$ cat config.mk
export PLATFORM = sky130hd
export DESIGN_NAME = riscv_mc_control
export DESIGN_NICKNAME = d
export VERILOG_FILES = /design/src/rtl/riscv_mc_pkg.sv /design/src/rtl/riscv_alu_decoder.sv /design/src/rtl/riscv_mc_control.sv
export SDC_FILE = /design/constraint.sdc
export NUM_CORES = 1
export LEC_CHECK = 0
export BUFFER_PORTS_ARGS = -buffer_cell sky130_fd_sc_hd__buf_2
export CAP_MARGIN = 10
export CORE_MARGIN = 3
export CORE_UTILIZATION = 51
export CTS_BUF_LIST = sky130_fd_sc_hd__clkbuf_4 sky130_fd_sc_hd__clkbuf_8 sky130_fd_sc_hd__clkbuf_16
export CTS_CLUSTER_DIAMETER = 30
export DETAILED_ROUTE_END_ITERATION = 8
export PLACE_DENSITY = 0.87
export SYNTH_ARGS = -nofsm -noshare
export SYNTH_HDL_FRONTEND = slang
export SYNTH_HIERARCHICAL = 1
export SYNTH_SLANG_ARGS = --single-unit
$ cat constraint.sdc
create_clock -name clk -period 2 [get_ports clk]
set_clock_uncertainty 0.05 [all_clocks]
set_input_delay 0.4 -clock clk [delete_from_list [all_inputs] [get_ports clk]]
set_output_delay 0.4 -clock clk [all_outputs]
set_load 0.03 [all_outputs]
$ cat src/rtl/riscv_mc_pkg.sv
// Shared types and encodings for the multicycle RISC-V control unit.
// The state-to-control mapping lives here so the FSM can register it against the next state.
package riscv_mc_pkg;

  typedef enum logic [3:0] {
    S_FETCH,
    S_DECODE,
    S_MEMADR,
    S_MEMREAD,
    S_MEMWB,
    S_MEMWRITE,
    S_EXECUTER,
    S_EXECUTEI,
    S_ALUWB,
    S_JAL,
    S_BEQ,
    S_TRAP
  } state_t;

  localparam logic [6:0] OP_LW    = 7'b0000011;
  localparam logic [6:0] OP_SW    = 7'b0100011;
  localparam logic [6:0] OP_RTYPE = 7'b0110011;
  localparam logic [6:0] OP_ITYPE = 7'b0010011;
  localparam logic [6:0] OP_JAL   = 7'b1101111;
  localparam logic [6:0] OP_BEQ   = 7'b1100011;

  localparam logic [2:0] ALU_ADD = 3'b000;
  localparam logic [2:0] ALU_SUB = 3'b001;
  localparam logic [2:0] ALU_AND = 3'b010;
  localparam logic [2:0] ALU_OR  = 3'b011;
  localparam logic [2:0] ALU_SLT = 3'b101;

  localparam logic [1:0] RES_ALUOUT = 2'b00;
  localparam logic [1:0] RES_RDATA  = 2'b01;
  localparam logic [1:0] RES_ALU    = 2'b10;

  localparam logic [1:0] SRCA_PC    = 2'b00;
  localparam logic [1:0] SRCA_OLDPC = 2'b01;
  localparam logic [1:0] SRCA_RS1   = 2'b10;

  localparam logic [1:0] SRCB_RS2  = 2'b00;
  localparam logic [1:0] SRCB_IMM  = 2'b01;
  localparam logic [1:0] SRCB_FOUR = 2'b10;

  localparam logic [1:0] IMM_I = 2'b00;
  localparam logic [1:0] IMM_S = 2'b01;
  localparam logic [1:0] IMM_B = 2'b10;
  localparam logic [1:0] IMM_J = 2'b11;

  // Enables that depend on a live input are stored as qualifiers and gated at the output.
  typedef struct packed {
    logic       pc_uncond;
    logic       pc_on_ready;
    logic       pc_on_zero;
    logic       ir_on_ready;
    logic       mem_write;
    logic       reg_write;
    logic       adr_src;
    logic [1:0] result_src;
    logic [1:0] alu_src_a;
    logic [1:0] alu_src_b;
    logic [2:0] alu_control;
  } ctrl_t;

  function automatic ctrl_t state_ctrl(input state_t s, input logic [2:0] alu_op);
    ctrl_t c;
    c = '0;
    case (s)
      S_FETCH: begin
        c.pc_on_ready = 1'b1;
        c.ir_on_ready = 1'b1;
        c.alu_src_b   = SRCB_FOUR;
        c.result_src  = RES_ALU;
      end
      S_DECODE: begin
        c.alu_src_a = SRCA_OLDPC;
        c.alu_src_b = SRCB_IMM;
      end
      S_MEMADR: begin
        c.alu_src_a = SRCA_RS1;
        c.alu_src_b = SRCB_IMM;
      end
      S_MEMREAD: c.adr_src = 1'b1;
      S_MEMWB: begin
        c.result_src = RES_RDATA;
        c.reg_write  = 1'b1;
      end
      S_MEMWRITE: begin
        c.adr_src   = 1'b1;
        c.mem_write = 1'b1;
      end
      S_EXECUTER: begin
        c.alu_src_a   = SRCA_RS1;
        c.alu_src_b   = SRCB_RS2;
        c.alu_control = alu_op;
      end
      S_EXECUTEI: begin
        c.alu_src_a   = SRCA_RS1;
        c.alu_src_b   = SRCB_IMM;
        c.alu_control = alu_op;
      end
      S_ALUWB: c.reg_write = 1'b1;
      S_JAL: begin
        c.alu_src_a = SRCA_OLDPC;
        c.alu_src_b = SRCB_FOUR;
        c.pc_uncond = 1'b1;
      end
      S_BEQ: begin
        c.alu_src_a   = SRCA_RS1;
        c.alu_src_b   = SRCB_RS2;
        c.alu_control = ALU_SUB;
        c.pc_on_zero  = 1'b1;
      end
      default: c = '0;
    endcase
    return c;
  endfunction

endpackage

$ cat src/rtl/riscv_alu_decoder.sv
// Combinational ALU operation decode from funct3/funct7 for R-type and I-type ALU instructions.
module riscv_alu_decoder
  import riscv_mc_pkg::*;
(
  input  logic [6:0] i_op,
  input  logic [2:0] i_funct3,
  input  logic       i_funct7,
  output logic [2:0] o_alu_control,
  output logic       o_bad_funct3
);

  always_comb begin
    o_alu_control = ALU_ADD;
    o_bad_funct3  = 1'b0;
    case (i_funct3)
      // Bit 30 only selects sub for register-register forms; addi ignores it.
      3'b000:  o_alu_control = (i_op[5] & i_funct7) ? ALU_SUB : ALU_ADD;
      3'b010:  o_alu_control = ALU_SLT;
      3'b110:  o_alu_control = ALU_OR;
      3'b111:  o_alu_control = ALU_AND;
      default: o_bad_funct3  = 1'b1;
    endcase
  end

endmodule

$ cat src/rtl/riscv_mc_control.sv
// Multicycle RISC-V control FSM with registered Moore controls and sticky fault flags.
// Define RISCV_MC_MEM_WAIT_EN to honour mem_ready and trap on MEM_TIMEOUT wait cycles.
module riscv_mc_control
  import riscv_mc_pkg::*;
#(
  parameter int MEM_TIMEOUT = 255
) (
  input  logic       clk,
  input  logic       a_rst,
  input  logic [6:0] op,
  input  logic [2:0] funct3,
  input  logic       funct7,
  input  logic       zero,
  input  logic       mem_ready,
  output logic       pc_write,
  output logic       adr_src,
  output logic       ir_write,
  output logic       mem_write,
  output logic       reg_write,
  output logic [1:0] result_src,
  output logic [1:0] alu_src_a,
  output logic [1:0] alu_src_b,
  output logic [1:0] imm_src,
  output logic [2:0] alu_control,
  output logic       illegal,
  output logic       bus_err
);

  state_t     r_state;
  state_t     w_next;
  ctrl_t      r_ctrl;
  ctrl_t      w_next_ctrl;
  logic       r_illegal;
  logic       r_bus_err;
  logic       w_set_illegal;
  logic       w_set_bus_err;
  logic       w_ready;
  logic       w_timeout;
  logic [2:0] w_alu_op;
  logic       w_bad_funct3;

  riscv_alu_decoder u_alu_decoder (
    .i_op          (op),
    .i_funct3      (funct3),
    .i_funct7      (funct7),
    .o_alu_control (w_alu_op),
    .o_bad_funct3  (w_bad_funct3)
  );

`ifdef RISCV_MC_MEM_WAIT_EN
  logic [7:0] r_wait_cnt;
  logic       w_waiting;

  assign w_ready   = mem_ready;
  assign w_waiting = !mem_ready &&
                     (r_state == S_FETCH || r_state == S_MEMREAD || r_state == S_MEMWRITE);
  // The wait that would bring the count to MEM_TIMEOUT is the one that traps.
  assign w_timeout = w_waiting && (r_wait_cnt == 8'(MEM_TIMEOUT - 1));

  always_ff @(posedge clk or posedge a_rst) begin
    if (a_rst)
      r_wait_cnt <= '0;
    else if (w_waiting && !w_timeout)
      r_wait_cnt <= r_wait_cnt + 8'd1;
    else
      r_wait_cnt <= '0;
  end
`else
  logic [8:0] w_unused;

  assign w_ready   = 1'b1;
  assign w_timeout = 1'b0;
  assign w_unused  = {mem_ready, 8'(MEM_TIMEOUT)};
`endif

  always_comb begin
    w_next        = r_state;
    w_set_illegal = 1'b0;
    w_set_bus_err = 1'b0;
    case (r_state)
      S_FETCH: begin
        if (w_timeout) begin
          w_next        = S_TRAP;
          w_set_bus_err = 1'b1;
        end else if (w_ready) begin
          w_next = S_DECODE;
        end
      end
      S_DECODE: begin
        case (op)
          OP_LW, OP_SW: w_next = S_MEMADR;
          OP_RTYPE:     w_next = w_bad_funct3 ? S_TRAP : S_EXECUTER;
          OP_ITYPE:     w_next = w_bad_funct3 ? S_TRAP : S_EXECUTEI;
          OP_JAL:       w_next = S_JAL;
          OP_BEQ:       w_next = S_BEQ;
          default:      w_next = S_TRAP;
        endcase
        w_set_illegal = (w_next == S_TRAP);
      end
      S_MEMADR: w_next = (op == OP_SW) ? S_MEMWRITE : S_MEMREAD;
      S_MEMREAD: begin
        if (w_timeout) begin
          w_next        = S_TRAP;
          w_set_bus_err = 1'b1;
        end else if (w_ready) begin
          w_next = S_MEMWB;
        end
      end
      S_MEMWRITE: begin
        if (w_timeout) begin
          w_next        = S_TRAP;
          w_set_bus_err = 1'b1;
        end else if (w_ready) begin
          w_next = S_FETCH;
        end
      end
      S_MEMWB, S_ALUWB, S_BEQ: w_next = S_FETCH;
      S_EXECUTER, S_EXECUTEI, S_JAL: w_next = S_ALUWB;
      default: w_next = S_TRAP;
    endcase
  end

  assign w_next_ctrl = state_ctrl(w_next, w_alu_op);

  always_ff @(posedge clk or posedge a_rst) begin
    if (a_rst) begin
      r_state   <= S_FETCH;
      r_ctrl    <= state_ctrl(S_FETCH, ALU_ADD);
      r_illegal <= 1'b0;
      r_bus_err <= 1'b0;
    end else begin
      r_state <= w_next;
      r_ctrl  <= w_next_ctrl;
      if (w_set_illegal) r_illegal <= 1'b1;
      if (w_set_bus_err) r_bus_err <= 1'b1;
    end
  end

  // FETCH controls are live during reset, so the input-qualified enables are masked by it.
  assign pc_write    = !a_rst && (r_ctrl.pc_uncond ||
                                  (r_ctrl.pc_on_ready && w_ready) ||
                                  (r_ctrl.pc_on_zero && zero));
  assign ir_write    = !a_rst && r_ctrl.ir_on_ready && w_ready;
  assign mem_write   = r_ctrl.mem_write;
  assign reg_write   = r_ctrl.reg_write;
  assign adr_src     = r_ctrl.adr_src;
  assign result_src  = r_ctrl.result_src;
  assign alu_src_a   = r_ctrl.alu_src_a;
  assign alu_src_b   = r_ctrl.alu_src_b;
  assign alu_control = r_ctrl.alu_control;
  assign illegal     = r_illegal;
  assign bus_err     = r_bus_err;

  always_comb begin
    case (op)
      OP_SW:   imm_src = IMM_S;
      OP_BEQ:  imm_src = IMM_B;
      OP_JAL:  imm_src = IMM_J;
      default: imm_src = IMM_I;
    endcase
  end

endmodule

Yosys cells after proc, flatten, opt, wreduce, memory -nomap -nowiden
Index checks and enable logic that the tools add are counted.
{"block": "totals", "regBits": 20, "latch_bits": 0, "ramBits": 0, "romBits": 0, "in_bits": 15, "out_inout_bits": 18, "wordCells": 83, "mem_count": 0}
{"block": "op_classes", "add_sub_neg": 0, "mul": 0, "div_mod_pow": 0, "order_cmp": 0, "n_eq_ne": 30, "shifts": 0, "muxes": 20, "bitwise": 1, "n_reduce_logical": 20}
{"op": "4-bit by 3-bit equality test with 1-bit output, second input constant", "n": 8}
{"op": "4-bit equality test, second input constant", "n": 7}
{"op": "4-bit one-hot mux with 6 select lines", "n": 1}
{"op": "4-bit one-hot mux with 5 select lines", "n": 1}
{"op": "4-bit by 2-bit equality test with 1-bit output, second input constant", "n": 4}
{"op": "7-bit by 6-bit equality test with 1-bit output, second input constant", "n": 2}
{"op": "7-bit equality test, second input constant", "n": 2}
{"op": "4-bit two-way mux", "n": 3}
{"op": "2-bit one-hot mux with 2 select lines", "n": 3}
{"op": "3-bit one-hot mux with 4 select lines", "n": 1}
{"op": "2-bit OR reduction", "n": 6}
{"op": "4-bit OR reduction", "n": 3}
{"op": "4-bit by 1-bit equality test with 1-bit output, second input constant", "n": 2}
{"op": "4-bit logical NOT", "n": 2}
{"op": "1-bit two-way mux", "n": 8}
{"op": "7-bit by 2-bit equality test with 1-bit output, second input constant", "n": 1}
{"op": "7-bit by 5-bit equality test with 1-bit output, second input constant", "n": 1}
{"op": "3-bit equality test, second input constant", "n": 2}
{"op": "2-bit one-hot mux with 3 select lines", "n": 1}
{"op": "3-bit one-hot mux with 2 select lines", "n": 1}
{"op": "3-bit OR reduction", "n": 2}
{"op": "3-bit by 2-bit equality test with 1-bit output, second input constant", "n": 1}
{"op": "1-bit logical AND", "n": 3}
{"op": "3-bit logical NOT", "n": 1}
{"op": "other kinds (4)", "n": 5}

Longest topological paths before layout
Gate-level depths: netlist of run 1.
{"block": "depth", "word_depth": 9, "ltp_mapped": 7, "depth_no_buf": 7}

Hierarchy
The synthesis of run 1 kept the hierarchy.
{"mod": "riscv_mc_control", "n_inst": 1, "cells_each": 100, "area_each_um2": 1096.1, "seq_area_each_um2": 478.0}
{"mod": "riscv_alu_decoder", "n_inst": 1, "cells_each": 7, "area_each_um2": 55.1, "seq_area_each_um2": 0.0}

Least setup slack after synthesis of run 1
OpenSTA, ideal clock, no wires.
{"block": "synth_path", "kind": "input-to-reg", "startpoint": "in op[2]", "endpoint": "reg r_ctrl, in the netlist alu_src_a[1]", "setup_ns": 0.124, "t_arrival_ns": 1.598, "required_time_ns": 1.826, "path_slack_ns": 0.228, "path_stages": 5, "path_cell_list": "and4bb_2 -> nand2_1 -> a2111oi_4 -> nor3_1 -> or2_1"}
{"item": "start: declaration", "line": "riscv_mc_control.sv:10", "text": "input logic [6:0] op,"}
{"item": "end signal: assignment", "line": "riscv_mc_control.sv:128", "text": "r_ctrl <= state_ctrl(S_FETCH, ALU_ADD);"}
{"item": "end signal: assignment", "line": "riscv_mc_control.sv:133", "text": "r_ctrl <= w_next_ctrl;"}
{"item": "end: declaration", "line": "riscv_mc_control.sv:31", "text": "ctrl_t r_ctrl;"}

==> results.md, run 1 <==
* Critical Path Sink Type: register
* Crit path max-delay family: simple AND/OR/NAND/NOR gates
* Max Cap Violations at 0
* Pre-antenna DRT Iters at 4
* Initial DRC Count at 9
* Num rows at 16
* Total negative slack at 0 ps
* Leakage power at about 0.67 nW
* Number of synthesis warnings at 6
* I/O Buffers at 30
* Post-synthesis register bit count at 19
* Die height at around 54 um
* Sw Ratio at ~43%
* CTS tree: yes
* Cts bufs inserted at 3
* Critical path class: reg -> reg
* Fin crit period at around 1900 ps
* WL met1 at approximately 870 um
* Cell count after synthesis at approximately 110
* Clk buf depth at 2
* Drt drc at 0
* # hold bufs at CTS at 0
* Final nets at about 150
* DR WL met2 at between 1000 and 1500 um
* Final worst slack at 131.7 ps
* Avg Inst Size Synth at around 11 um^2
* CP max-delay cell: dfrtp_1
* Vias in the first global route at 815
* CP cell instances: nor4bb_1 > a22oi_1 > a211oi_4 > nor3_1 > or2_1
* Mapped cell area at about 1200 um^2
* Clock Root Buffer: clkbuf_4
* Die area at around 2900 um^2
* Startpoint Class: register
* Via count at roughly 860
* Internal power at 1.105 mW
* Psw at 845.1 uW
* Flop2flop setup slack at between 100 and 150 ps
* Pwr/cell area at between 1000 and 1500 nW/um^2
* ANT nets after route at 0
* Slew HR at 55.43%
* CTS sink count at 19
* RSZ-0062 raised after global routing: false
* Number of flops mapped to enable cells by yosys at 0
* Area Overhead vs Synth at 15.65%
* Final core occ at 65.20%
* Core area at about 2000 um^2
* Status: complete, no violations
* Vias per cell at 5.236
* CP peak stage delay at approximately 520 ps
* Routed WL per cell at 12.44 um
* Met3 Wirelength at 129 um
* DP HPWL at approximately 1600 um
* Clock power frac at between 10% and 20%
* Fin. Hold Viols at 0
* Dpl cell area at ~1300 um^2
* Max Fanout on Critical Path at 8
* Netlist cell types at 47
* Finished Cell Area at approximately 1300 um^2
* Post-CTS Resized at 0
* Reg power frac at 32.1%
* Global-route total usage across every layer at between 10% and 20%
* Die width at between 50 and 60 um
* Antenna fix cells at 0
* Post-Route WL at 2052 um
* Worst hold path class: in -> async
* Worst-margin pin slew at 667.8 ps
* Max Fclk at roughly 0.54 GHz
* Asr flop ratio synth at 100.0%
* Sequential area share after synthesis at between 40% and 50%
* Gp weighted congestion at between 0.8 and 0.9
* Crit path required time at approximately 2100 ps
* Layout cells sized above 1 at a little under half
* Antenna violations before repair at 0
* Max Used Layer: met4
* Buffer and inverter count on the worst path at 0
* Final setup fails at 0
* Largest net degree at the start of global routing at 20
* Pre-CTS setup slack at 30.21 ps
* Prevailing post-synth register cell: dfrtp_1
* Final period util at roughly 93%
* IO Count at 33
* Clock slew at reported path FFs at around 100 ps
* Synth Net Count at about 120
* Clk_lat worst skew at around 290 ps
* Comb pwr share at approximately 58%
* CTS H-tree lvls at 1
* Max Slew Vio Count at 0
* First-pass GRT wire length at approximately 3300 um
* Starting Density at between 50% and 60%
* Setup Buffers After CTS at 0
* Peak VDD IR at 942.9 uV
* Worst Path Arrival at approximately 2000 ps
* Total global routing overflow at 0
synthesized netlist by cell type, types with 2 or more instances:
master     instances  area [um^2]
nor2_1             7        26.28
nor3_1             3        15.01
buf_4             11        82.58
buf_6              3        33.78
nor2b_1            2        12.51
dfstp_2            2        52.55
a21oi_1            5        25.02
and2_1             3        18.77
o211a_1            2        20.02
dfrtp_1           17        425.4
and4bb_2           2        25.02
a2111oi_4          2        55.05
nand2b_1           3        18.77
nand2_1            7        26.28
o22ai_1            2        12.51
inv_1              4        15.01
a211oi_1           2        15.01
per-layer routing:
layer	up-vias	global-route usage, %
met2	29	28.57
met3	2	3.380
met5	-	0
met4	0	4.255
met1	404	19.09
li1	429	-
cell type report:
class | count | area, um^2
clock buffer | 4 | 30.03
inverter | 6 | 25.02
timing repair buffer | 41 | 232.7
tap | 27 | 33.78
fill | 177 | 710.7
multi-input combinational | 68 | 531.8
sequential | 19 | 478.0
cells in the final DEF, fill, tap and decap left out, drive strengths merged:
cell / Yosys / layout
a2111oi: 2 / 2
a211oi: 3 / 3
a21o: 1 / 1
a21oi: 5 / 5
a22o: 1 / 1
a22oi: 1 / 1
a31o: 1 / 1
and2: 5 / 5
and3: 2 / 2
and4bb: 2 / 2
buf: 14 / 41
clkbuf: 0 / 4
conb: 1 / 1
dfrtp: 17 / 17
dfstp: 2 / 2
inv: 6 / 6
mux2i: 1 / 1
nand2: 7 / 7
nand2b: 4 / 4
nand3: 1 / 1
nand3b: 1 / 1
nand4: 1 / 1
nand4bb: 1 / 1
nor2: 7 / 7
nor2b: 2 / 2
nor3: 4 / 4
nor3b: 2 / 2
nor4: 2 / 2
nor4b: 2 / 2
nor4bb: 1 / 1
o211a: 2 / 2
o21bai: 1 / 1
o221ai: 1 / 1
o22ai: 2 / 2
o31ai: 1 / 1
or2: 1 / 1
sequential cells by signal, indices dropped and copies added, names as in the netlist:
name         flops
adr_src          1
alu_src_a        2
alu_control      3
r_state          4
illegal          1
r_ctrl           3
alu_src_b        2
mem_write        1
reg_write        1
result_src       1
kinds of logic (layout without fill, tap and decap cells):
family / Yosys count / after routing / share of synthesized area, %
flip-flops: 19 / 19 / 41.52
AO/OA/AOI/OAI: 21 / 21 / 18.15
multiplexers: 1 / 1 / 0.8696
other: 1 / 1 / 0.3258
AND/OR/NAND/NOR: 45 / 45 / 26.85
buffers and inverters: 20 / 51 / 12.28
path summary, 6_finish.rpt:
kind | cells past startpoint | to | from
max | 5 | alu_src_a[1] | r_state[0]
min | 2 | adr_src | a_rst
max reg2reg | 5 | alu_src_a[1] | r_state[0]
min reg2reg | 1 | illegal | illegal
max in group asynchronous | 2 | illegal | a_rst
min in group clk | 3 | alu_control[2] | funct3[2]
power by group through the flow:
| stage | sequential (mW) | combinational [mW] | clock, mW |
|---|---|---|---|
| floorplan | 0.597 | 0.971 | 0 |
| global placement | 0.624 | 1.10 | 0 |
| detailed placement | 0.630 | 1.12 | 0 |
| CTS | 0.623 | 1.13 | 0.202 |
| global route | 0.640 | 1.22 | 0.224 |
| finish | 0.625 | 1.13 | 0.199 |
per-stage QoR:
step                hold WS, ps  power, mW  cells
global route              220.9      2.088    165
detailed placement        422.3      1.748    161
floorplan                 299.7      1.568    107
CTS                       187.6      1.956    165
global placement          401.5      1.727    161
finish                    163.5      1.950    165
Note: power is estimated with default switching activity, not from simulation.
==> inputs of run 2 (changes only) <==
BUFFER_PORTS_ARGS = -buffer_cell sky130_fd_sc_hd__buf_4   (was -buffer_cell sky130_fd_sc_hd__buf_2)
==> run 2 against run 1 <==
Utilization is 3.9 points higher. Sequential share of layout area is 2.0 points lower. Sequential power is 1% lower. Critical path type unchanged.
==> results.md, run 2 (synthesis results as in run 1) <==
* Status: complete, no violations
* Routed WL per cell at ~13 um
* Core area at about 2000 um^2
* First-pass GRT wire length at between 3000 and 4000 um
* Psw at slightly below 900 uW
* CP max-delay cell: dfrtp_1
* Most common cell after layout, fill and taps aside: buf_4
* Inst Count DP at 162
* Clock Root Buffer: clkbuf_4
* Fin. Hold Viols at 0
* CP cell instances: nor3_2 > o211a_1 > a2111oi_4 > buf_4 > nor4_2 > a21o_1
* Die width at 53.51 um
* IO Count at 33
* Internal power at approximately 1.1 mW
* Global-route total usage across every layer at between 15 and 20%
* Die area at around 2900 um^2
* Max Fclk at ~0.54 GHz
* # hold bufs at CTS at 0
* Final period util at slightly above 90%
* Pre-antenna DRT Iters at 4
* Worst hold path class: in -> async
* Comb pwr share at a little over 60%
* Leakage power at 0.6907 nW
* Total global routing overflow at 0
* Peak VDD IR at about 1100 uV
* Clk_lat worst skew at 290 ps
* Max Fanout on Critical Path at 6
* Worst-margin pin slew at between 600 and 700 ps
* Layout Cells excl Fill at 166
* Final setup fails at 0
* Critical path class: reg -> reg
* Largest net degree at the start of global routing at 20
* Crit path required time at about 2200 ps
* Largest reg by FF count: r_state
* RSZ-0062 raised after global routing: false
* Sw Ratio at 43.16%
* Initial DRC Count at 25
* CTS H-tree lvls at 1
* Clock power frac at under 10%
* Worst Path Arrival at 2030 ps
* CP peak stage delay at around 460 ps
* Drt drc at 0
* Antenna violations before repair at 0
* Fillers at about 160
* Max Slew Vio Count at 0
* Final nets at between 150 and 200
* Critical Path Sink Type: register
* DP HPWL at around 1800 um
* Max reg flops at 4
* Startpoint Class: register
* Clock slew at reported path FFs at ~100 ps
* Clk buf depth at 2
* Layout cells sized above 1 at approximately 47%
* Num rows at 16
* Post-Route WL at approximately 2200 um
* Post-CTS Resized at 0
* Gp weighted congestion at slightly above 0.8
* Vias per cell at around 5.4
* Pwr/cell area at between 1000 and 1500 nW/um^2
* ANT nets after route at 0
* Antenna fix cells at 0
* Reg power frac at between 30% and 40%
* Fin crit period at about 1800 ps
* Slew HR at between 50% and 60%
* I/O Buffers at 30
* Starting Density at between 50% and 60%
* Max Cap Violations at 0
* Setup Buffers After CTS at 0
* Area Overhead vs Synth at 22.61%
* Vias in the first global route at roughly 840
* CTS tree: yes
* Cts bufs inserted at 3
* Total negative slack at 0 ps
* Via count at slightly below 900
* Most frequent cells in the layout: buf_4 (42), dfrtp_1 (17), nand2_1 (7), nor2_1 (7), a21oi_1 (5)
* CTS sink count at 19
* Die height at roughly 54 um
## run 2: changes by cell type in the layout (fill, tap and decap cells not counted)
cell and delta:
buf_2 -30, buf_4 +31, clkbuf_4 -1, clkinv_2 +1
## run 2: final cells by class
class,instances,area (um^2),share of cell area [%]
clock buffers,3,22.52,1.596
clock inverters,1,5.005,0.3546
inverters,6,25.02,1.773
multi-input cells,68,531.8,37.68
flip-flops and latches,19,478.0,33.87
well taps,27,33.78,2.394
repair buffers,42,315.3,22.34
## run 2: power by group through the flow
stage          Clock (mW)  Sequential, mW  Combinational, mW
6_report            0.182           0.617               1.22
5_1_grt             0.217           0.628               1.31
4_1_cts             0.194           0.616               1.22
3_5_place_dp            0           0.623               1.22
3_3_place_gp            0           0.617               1.18
2_1_floorplan           0           0.597              0.971
## run 2: critical path: cells and delay by family, from the launching register on
kind,cells,cell delay [ps]
AOI/OAI and AO/OA,3,460
buffers and inverters,1,170
DFF,1,460
and+or+nand+nor,2,660
## run 2: worst paths after layout
check,startpoint,to,slack [ps],depth (start not counted)
worst min register to register,illegal,illegal,460,1
max in group asynchronous,a_rst,reg_write,1290,2
worst min-delay path,a_rst,r_ctrl[15],170,2
worst max register to register,r_state[2],alu_control[0],160,6
min in group clk,funct3[2],alu_control[2],350,3
worst max-delay path,r_state[2],alu_control[0],160,6
## run 2: per-layer routing
layer | track usage, % | up-vias | share of wire, %
li1 | - | 437 | -
met1 | 19.08 | 425 | 42
met2 | 30.00 | 29 | 51
met4 | 8.085 | 0 | 1.3
met3 | 5.634 | 4 | 6.0
met5 | 0 | - | 0
## run 2: through the flow
step                      power [mW]  area, um^2  setup slack, ps  utilization (%)  hold WS [ps]
after floorplan                1.568        1151            228.1                -         299.7
after global placement         1.795        1384            63.38            67.77         408.5
after detailed placement       1.842        1384            57.21            67.77         432.7
after CTS                      2.031        1411            146.1            69.12         188.8
after global routing           2.155        1411            68.06            69.12         198.6
final                          2.023        1411            160.7            69.12         171.1
==> inputs of run 3 (changes only) <==
CORE_MARGIN = 2   (was 3)
CORE_UTILIZATION = 35   (was 51)
CTS_CLUSTER_SIZE = 24   (was not set)
PLACE_DENSITY = 0.66   (was 0.87)
==> run 3 against run 2 <==
Clock-buffer cell count is the same. Sequential share of layout area shrank 0.50 points. Flip-flop and latch count is the same. Sequential power grew 3.9%.
==> results.md, run 3 (synthesis results as in run 1) <==
* Status: complete, no violations
* Max Slew Vio Count at 0
* Worst hold path class: in -> async
* Clk buf depth at 2
* Via count at 867
* Fillers at 304
* CTS H-tree lvls at 1
* Antenna violations before repair at 0
* Max reg flops at 4
* Vias per cell at about 4.7
* CTS tree: yes
* Clock Root Buffer: clkbuf_4
* CP max-delay cell: dfrtp_1
* Core area at a little over 3000 um^2
* Buffer and inverter count on the worst path at 1
* Final nets at 155
* Final worst slack at between 100 and 150 ps
* Fin. Hold Viols at 0
* Pre-antenna DRT Iters at 4
* Critical path class: reg -> reg
* Setup Buffers After CTS at 0
* Slew HR at around 52%
* Largest reg by FF count: r_state
* CP peak stage delay at 560 ps
* Peak VDD IR at a little under 600 uV
* Startpoint Class: register
* Final setup fails at 0
* Max Fanout on Critical Path at 8
* Antenna fix cells at 0
* Die area at ~3800 um^2
* Total negative slack at 0 ps
* Largest net degree at the start of global routing at 20
* Critical Path Sink Type: register
* Global-route total usage across every layer at a little over an eighth
* DP HPWL at between 1500 and 2000 um
* Total global routing overflow at 0
* Area Overhead vs Synth at 24.46%
* Post-layout power at around 2.0 mW
* Most frequent cells in the layout: buf_4 (42), dfrtp_1 (17), nand2_1 (7), nor2_1 (7), a21oi_1 (5)
* CP cell instances: nor3_2 > a2111oi_4 > and2_4 > inv_4 > nor4_2 > a21o_1
* Num rows at 20
* IO Count at 33
* Worst-margin pin slew at around 700 ps
* Max Fclk at 0.5392 GHz
* ANT nets after route at 0
* Vias in the first global route at roughly 840
* Drt drc at 0
* Pre-CTS setup slack at 46.79 ps
* Routed WL per cell at 12.43 um
* Die width at about 61 um
* Starting Density at about 37%
* Leakage power at 0.6907 nW
* Clock slew at reported path FFs at approximately 110 ps
* Die height at around 61 um
* Pwr/cell area at roughly 1400 nW/um^2
* RSZ-0062 raised after global routing: false
* Initial DRC Count at 21
* Final period util at 92.73%
* I/O Buffers at 30
* CTS sink count at 19
* Worst Path Arrival at 2040 ps
* Fin crit period at 1855 ps
* # hold bufs at CTS at 0
* Finished Cell Area at roughly 1400 um^2
* Max Cap Violations at 0
* Clk_lat worst skew at roughly 300 ps
* Gp weighted congestion at about 0.77
* Dpl cell area at 1405 um^2
* Layout cells sized above 1 at ~47%
* Post-CTS Resized at 0
* Post-Route WL at about 2300 um
* Cts bufs inserted at 3
* Most common cell after layout, fill and taps aside: buf_4
* Crit path max-delay family: simple AND/OR/NAND/NOR gates
* Crit path required time at around 2200 ps
* First-pass GRT wire length at about 3700 um
* Hold_ws at about 180 ps
[run 3: per-stage QoR]
stage / utilization [%] / instances
after floorplan: - / 107
after global placement: 45.28 / 179
after detailed placement: 45.28 / 179
after CTS: 46.17 / 183
after global routing: 46.17 / 183
final: 46.17 / 183
[run 3: per-layer routing]
layer	up-vias	track usage, %	part of all wire [%]	wire length [um]
met4	0	3.647	0.40	9
met3	2	3.782	4.3	98
met1	411	16.62	44	1003
li1	431	-	-	-
met2	23	23.71	51	1163
met5	-	0	0	0
[run 3: area by class of cell]
class                   instances  area (um^2)  share of cell area, %
multi-input cells              68        531.8                  37.12
flip-flops and latches         19        478.0                  33.36
repair buffers                 42        315.3                  22.01
well taps                      44        55.05                  3.843
inverters                       6        25.02                  1.747
clock buffers                   3        22.52                  1.572
clock inverters                 1        5.005                 0.3493
[run 3: path summary, 6_finish.rpt]
kind                            start              to  slack (ps)  cells after the start
max                        r_state[3]  alu_control[0]         150                      6
min                             a_rst      r_state[1]         180                      2
max reg2reg                r_state[3]  alu_control[0]         150                      6
min reg2reg                   illegal         illegal         440                      1
max in group asynchronous       a_rst    alu_src_a[0]        1270                      2
min in group clk            funct3[2]  alu_control[2]         350                      3
[run 3: worst register-to-register path, stage by stage (launching register included)]
cell	delay (ps)
dfrtp_1	560
nor3_2	130
a2111oi_4	350
and2_4	230
inv_4	50
nor4_2	310
a21o_1	120
[run 3: power breakdown]
group          internal, mW  switching, mW  total, mW
registers             0.524          0.117      0.641
logic                 0.550          0.641       1.19
clock network        0.0745          0.117      0.192
total                  1.15          0.876       2.02
